$ cat config.mk
export PLATFORM = sky130hd
export DESIGN_NAME = pc_gen_bp
export DESIGN_NICKNAME = d
export VERILOG_FILES = /design/src/rtl/pc_gen_bp.sv
export SDC_FILE = /design/constraint.sdc
export NUM_CORES = 1
export LEC_CHECK = 0
export BUFFER_PORTS_ARGS = -buffer_cell sky130_fd_sc_hd__buf_2
export CAP_MARGIN = 40
export CORE_MARGIN = 1.5
export CORE_UTILIZATION = 30
export CTS_CLUSTER_SIZE = 12
export DETAILED_ROUTE_END_ITERATION = 16
export PLACE_DENSITY = 0.51
export SLEW_MARGIN = 20
export SYNTH_ARGS = -nofsm -noshare
export SYNTH_HDL_FRONTEND = slang
export SYNTH_SLANG_ARGS = --single-unit
$ cat constraint.sdc
create_clock -name clk -period 14.9 [get_ports clk]
set_input_delay 0.745 -clock clk [delete_from_list [all_inputs] [get_ports clk]]
set_output_delay 0.745 -clock clk [all_outputs]
set_load 0.005 [all_outputs]
$ cat src/rtl/pc_gen_bp.sv
// Fetch PC generator with a direct-mapped BTB (2-bit counters) and delay-slot redirect FSM.
// Optional performance counters are built when PC_GEN_PERF_EN is defined.
module pc_gen_bp #(
    parameter int          ENTRIES    = 16,
    parameter logic [31:0] RESET_ADDR = 32'hBFC00000,
    parameter logic [31:0] INT_ADDR   = 32'hBFC00380
) (
    input  logic        clk,
    input  logic        reset,
    input  logic        stall,
    input  logic        int_req,
    input  logic        eret,
    input  logic [31:0] epc,
    input  logic        res_valid,
    input  logic [31:0] res_pc,
    input  logic        res_taken,
    input  logic [31:0] res_target,
    input  logic        res_pred_taken,
    input  logic [31:0] res_pred_target,
    output logic [31:0] pc,
    output logic        pred_taken,
    output logic [31:0] pred_target,
    output logic        flush,
    output logic [31:0] perf_branches,
    output logic [31:0] perf_mispredicts
);

    localparam int IDX_W = $clog2(ENTRIES);
    localparam int TAG_W = 30 - IDX_W;

    generate
        if (ENTRIES < 2 || (ENTRIES & (ENTRIES - 1)) != 0) begin : g_bad_entries
            $error("pc_gen_bp: ENTRIES must be a power of 2 and at least 2");
        end
    endgenerate

    typedef enum logic {
        SEQ  = 1'b0,
        SLOT = 1'b1
    } state_t;

    state_t      state, state_nxt;
    logic [31:0] pc_nxt;
    logic [31:0] pend, pend_nxt;

    logic [ENTRIES-1:0] valid;
    logic [TAG_W-1:0]   tag_mem [ENTRIES];
    logic [31:0]        tgt_mem [ENTRIES];
    logic [1:0]         ctr_mem [ENTRIES];

    logic [IDX_W-1:0] idx, ridx;
    logic [TAG_W-1:0] tag, rtag;
    logic             hit, rhit;
    logic             mispredict;
    logic [31:0]      cp;
    logic             unused_bits;

    function automatic logic [1:0] ctr_sat(input logic [1:0] c, input logic up);
        if (up)
            return (c == 2'b11) ? c : c + 2'b01;
        else
            return (c == 2'b00) ? c : c - 2'b01;
    endfunction

    assign unused_bits = &{1'b0, res_pc[1:0]};

    assign idx  = pc[IDX_W+1:2];
    assign tag  = pc[31:IDX_W+2];
    assign hit  = valid[idx] && (tag_mem[idx] == tag);

    assign ridx = res_pc[IDX_W+1:2];
    assign rtag = res_pc[31:IDX_W+2];
    assign rhit = valid[ridx] && (tag_mem[ridx] == rtag);

    assign mispredict = res_valid &&
                        ((res_taken != res_pred_taken) ||
                         (res_taken && (res_target != res_pred_target)));
    // Not-taken resumes after the delay slot, which has already been fetched.
    assign cp = res_taken ? res_target : res_pc + 32'd8;

    always_ff @(posedge clk) begin
        if (reset) begin
            pc    <= RESET_ADDR;
            state <= SEQ;
            pend  <= 32'h0;
        end else begin
            pc    <= pc_nxt;
            state <= state_nxt;
            pend  <= pend_nxt;
        end
    end

    // Redirects come first so they override stall and abandon a pending slot target.
    always_comb begin
        pc_nxt    = pc;
        state_nxt = state;
        pend_nxt  = pend;
        if (int_req) begin
            pc_nxt    = INT_ADDR;
            state_nxt = SEQ;
        end else if (eret) begin
            pc_nxt    = epc;
            state_nxt = SEQ;
        end else if (mispredict) begin
            pc_nxt    = cp;
            state_nxt = SEQ;
        end else if (!stall) begin
            if (state == SEQ && pred_taken) begin
                pc_nxt    = pc + 32'd4;
                pend_nxt  = pred_target;
                state_nxt = SLOT;
            end else if (state == SLOT) begin
                pc_nxt    = pend;
                state_nxt = SEQ;
            end else begin
                pc_nxt = pc + 32'd4;
            end
        end
    end

    always_comb begin
        pred_taken  = hit && ctr_mem[idx][1] && (state == SEQ);
        pred_target = pred_taken ? tgt_mem[idx] : 32'h0;
        flush       = int_req || eret || mispredict;
    end

    always_ff @(posedge clk) begin
        if (reset) begin
            valid <= '0;
        end else if (res_valid && !rhit && res_taken) begin
            valid[ridx] <= 1'b1;
        end
    end

    // Payload arrays need no reset; the valid bits gate every use.
    always_ff @(posedge clk) begin
        if (res_valid) begin
            if (rhit) begin
                ctr_mem[ridx] <= ctr_sat(ctr_mem[ridx], res_taken);
                if (res_taken)
                    tgt_mem[ridx] <= res_target;
            end else if (res_taken) begin
                tag_mem[ridx] <= rtag;
                tgt_mem[ridx] <= res_target;
                ctr_mem[ridx] <= 2'b10;
            end
        end
    end

`ifdef PC_GEN_PERF_EN
    always_ff @(posedge clk) begin
        if (reset) begin
            perf_branches    <= 32'h0;
            perf_mispredicts <= 32'h0;
        end else begin
            if (res_valid)
                perf_branches <= perf_branches + 32'd1;
            if (mispredict)
                perf_mispredicts <= perf_mispredicts + 32'd1;
        end
    end
`else
    assign perf_branches    = 32'h0;
    assign perf_mispredicts = 32'h0;
`endif

endmodule

==> flow_metrics.tcl <==
set metrics [dict create \
    yosys.cell_types.count 68 \
    cp.depth 13 \
    drtPass1Iterations 6 \
    hold_buffers 0 \
    critPathMostFrequentCell "buf_4" \
    critPathMaxStageDelay_ps 780 \
    critPathSlowestCell "dfxtp_4" \
    arrival_ps 6470 \
    peakVddDrop_uv 102.7 \
    clkTransAtPathRegs_ps 60 \
    dp_hpwl_um 101700 \
    yosysSeqAreaShare_pct 64.35 \
    slew_headroom_pct 31.48 \
    yosys.cell_count.top_type "edfxtp_1" \
    tns_ps 0 \
    fmax_mhz 138.6 \
    crit_path_start_kind "flip-flop" \
    remaining_drc_errors 0 \
    drt_iter0_drc 3209 \
    yosys_warnings 0 \
    period_minus_slack_ps 7213 \
    dpl_cell_area_mm2 0.05084 \
    grt_max_degree 123 \
    r2r_setup_slack_ps 9100 \
    clk_path_buf_depth 3 \
    hold_viol_final 0 \
    cts_tree "built" \
    yosysTopAreaCell "edfxtp_1" \
    rsz0062_at_grt "no" \
    setup_viol 0 \
    cts_max_level 3 \
    cts_buffers 117 \
    vias 27970 \
    clock_latency_ps 790 \
    grt_pass1_wl_um 222900 \
    yosys-top-cells-area "edfxtp_1 61%, mux4_2 18%, dfxtp_1 3.6%" \
    antenna_left 0 \
    tightest_slew_ps 1028 \
    grt_use_total_pct 19.70 \
    worstPathRequired_ps 14160 \
    grt_antenna_before_repair 28 \
    first_global_vias 27450 \
    cts_sinks 1045 \
    skew_ps 113.9 \
    die-area_mm2 0.1605 \
    clockRootBuffer "clkbuf_16" \
    endpoint "pred_target[18]" \
    hp-class "primary input to flip-flop" \
    cp_max_fo 66 \
    avgViaCountPerCell 5.481 \
    reg2reg_depth 13 \
    power.density_mw_per_mm2 121.5 \
    synth_cells 2735 \
    fin_crit_sh_pct 48.41 \
    area_growth_pct 15.09 \
    synthTopCellsByCount "960 x edfxtp_1, 371 x mux4_2, 120 x mux2i_1, 104 x clkbuf_1, 99 x nand2_1" \
    critPathCaptureType "output port" \
    wl_um 161300 \
    io_buffers 201 \
    async_flop_share_pct 0 \
    syn_area_mm2 0.04744 \
    drive_gt1_share_pct 29.77 \
    grt_overflow 0 \
    place_congestion 0.8414 \
    cap_viol_max_count 0 \
    ios 266 \
    cts_setup_buffers 0 \
    synthFlopType "edfxtp_1" \
    fillCellCount 14820 \
    reg2reg_to "pend[25]$_SDFFE_PP0P_" \
    start_util_pct 30.30 \
    fp-row-count 145 \
    die_y_um 400.7 \
    worstSetupPathType "flip-flop to output port" \
    power_leakage_nw 17.15 \
    cp_top_family "simple AND/OR/NAND/NOR gates" \
    status "finished clean" \
    drv_slew 0 \
    syn_avg_cell_area_um2 17.35 \
    die_x_um 400.7 \
    synth-edff-count 960 \
    final_nets 3081 \
    coreArea_mm2 0.1566 \
    timing.critical_path.buf_inv 5 \
    post_drt_wl_per_cell_um 31.61 \
    ys_ff_latch 1045 \
    synth_top_area_share_pct 60.76 \
    cp_cell_sequence "buf_4 -> buf_4 -> nor2b_1 -> a22oi_1 -> nand3_1 -> xnor2_1 -> nand4_1 -> or4_1 -> or4_1 -> buf_4 -> inv_6 -> and2_1 -> buf_2" \
    fin_area_mm2 0.05460 \
    cts_resized 0 \
    hold_path_startpoint "epc[21]" \
]
flip-flops by register name, indices dropped and copies added (netlist names), named ones only:
signal	count
tag_mem	416
state	1
tgt_mem	512
ctr_mem	32
pc	30
valid	16
pend	32
cell usage in the layout (no fill, tap or decap), drive strengths merged, types with 78 or more instances in the layout:
cell type	instances
a21oi	81
buf	285
clkbuf	160
dfxtp	85
edfxtp	960
mux2i	120
mux4	371
nand2	99
nand3	78
o21ai	94
xnor2	95
stage by stage:
stage	instances	utilization (%)	hold slack, ps	worst slack (ps)	total power (W)
6_report	5102	34.87	298.5	7687	0.006636
5_1_grt	5095	34.86	297.6	7505	0.006823
4_1_cts	5093	34.83	241.4	7671	0.006689
3_5_place_dp	4880	32.47	466.9	8501	0.003909
3_3_place_gp	4868	32.32	460.4	8610	0.003903
2_1_floorplan	2798	-	446.3	9562	0.003655
cell type report:
| cell class | count | area (um^2) | share of cell area (%) |
|---|---|---|---|
| well taps | 2058 | 2575 | 4.716 |
| flip-flops and latches | 1045 | 30540 | 55.94 |
| clock buffers | 160 | 3119 | 5.713 |
| multi-input cells | 1479 | 15860 | 29.04 |
| clock inverters | 53 | 576.8 | 1.056 |
| repair buffers | 285 | 1849 | 3.387 |
| inverters | 15 | 62.56 | 0.1146 |
| diodes | 7 | 17.52 | 0.03208 |
power by group:
| group | internal (W) | switching [W] | total [W] |
|---|---|---|---|
| Clock | 0.00156 | 0.00122 | 0.00278 |
| Sequential | 0.00324 | 0.0000390 | 0.00328 |
| Combinational | 0.000217 | 0.000355 | 0.000572 |
| Total | 0.00502 | 0.00162 | 0.00664 |
cell families after synthesis:
logic type	share of synthesized area [%]
mux	20.81
simple gates	4.391
buf+inv	3.186
other cells	0.007904
compound gates	4.378
flops	64.35
fa+ha+maj	0.05274
xor+xnor	2.825
tightest hold or removal path: cells and delay by family:
family          cells  cell delay [ps]
compound gates      1               50
buf+inv             1              130
simple gates        1               90
worst min path at each step:
stage	end	cells after the start
5_1_grt	pc[6]$_SDFFE_PP0N_	3
3_5_place_dp	pend[21]$_SDFFE_PP0P_	2
4_1_cts	pc[6]$_SDFFE_PP0N_	3
3_3_place_gp	pend[24]$_SDFFE_PP0P_	2
2_1_floorplan	pend[8]$_SDFFE_PP0P_	2
6_report	pc[21]$_SDFFE_PP0N_	3
per-layer routing:
layer / wire, um / up-vias / track usage [%]
li1: - / 11400 / -
met4: 3051 / 24 / 4.118
met5: 161 / - / 0
met3: 15430 / 209 / 5.491
met1: 68910 / 15010 / 27.74
met2: 73750 / 1320 / 30.31
(Power assumes the default switching activity.)
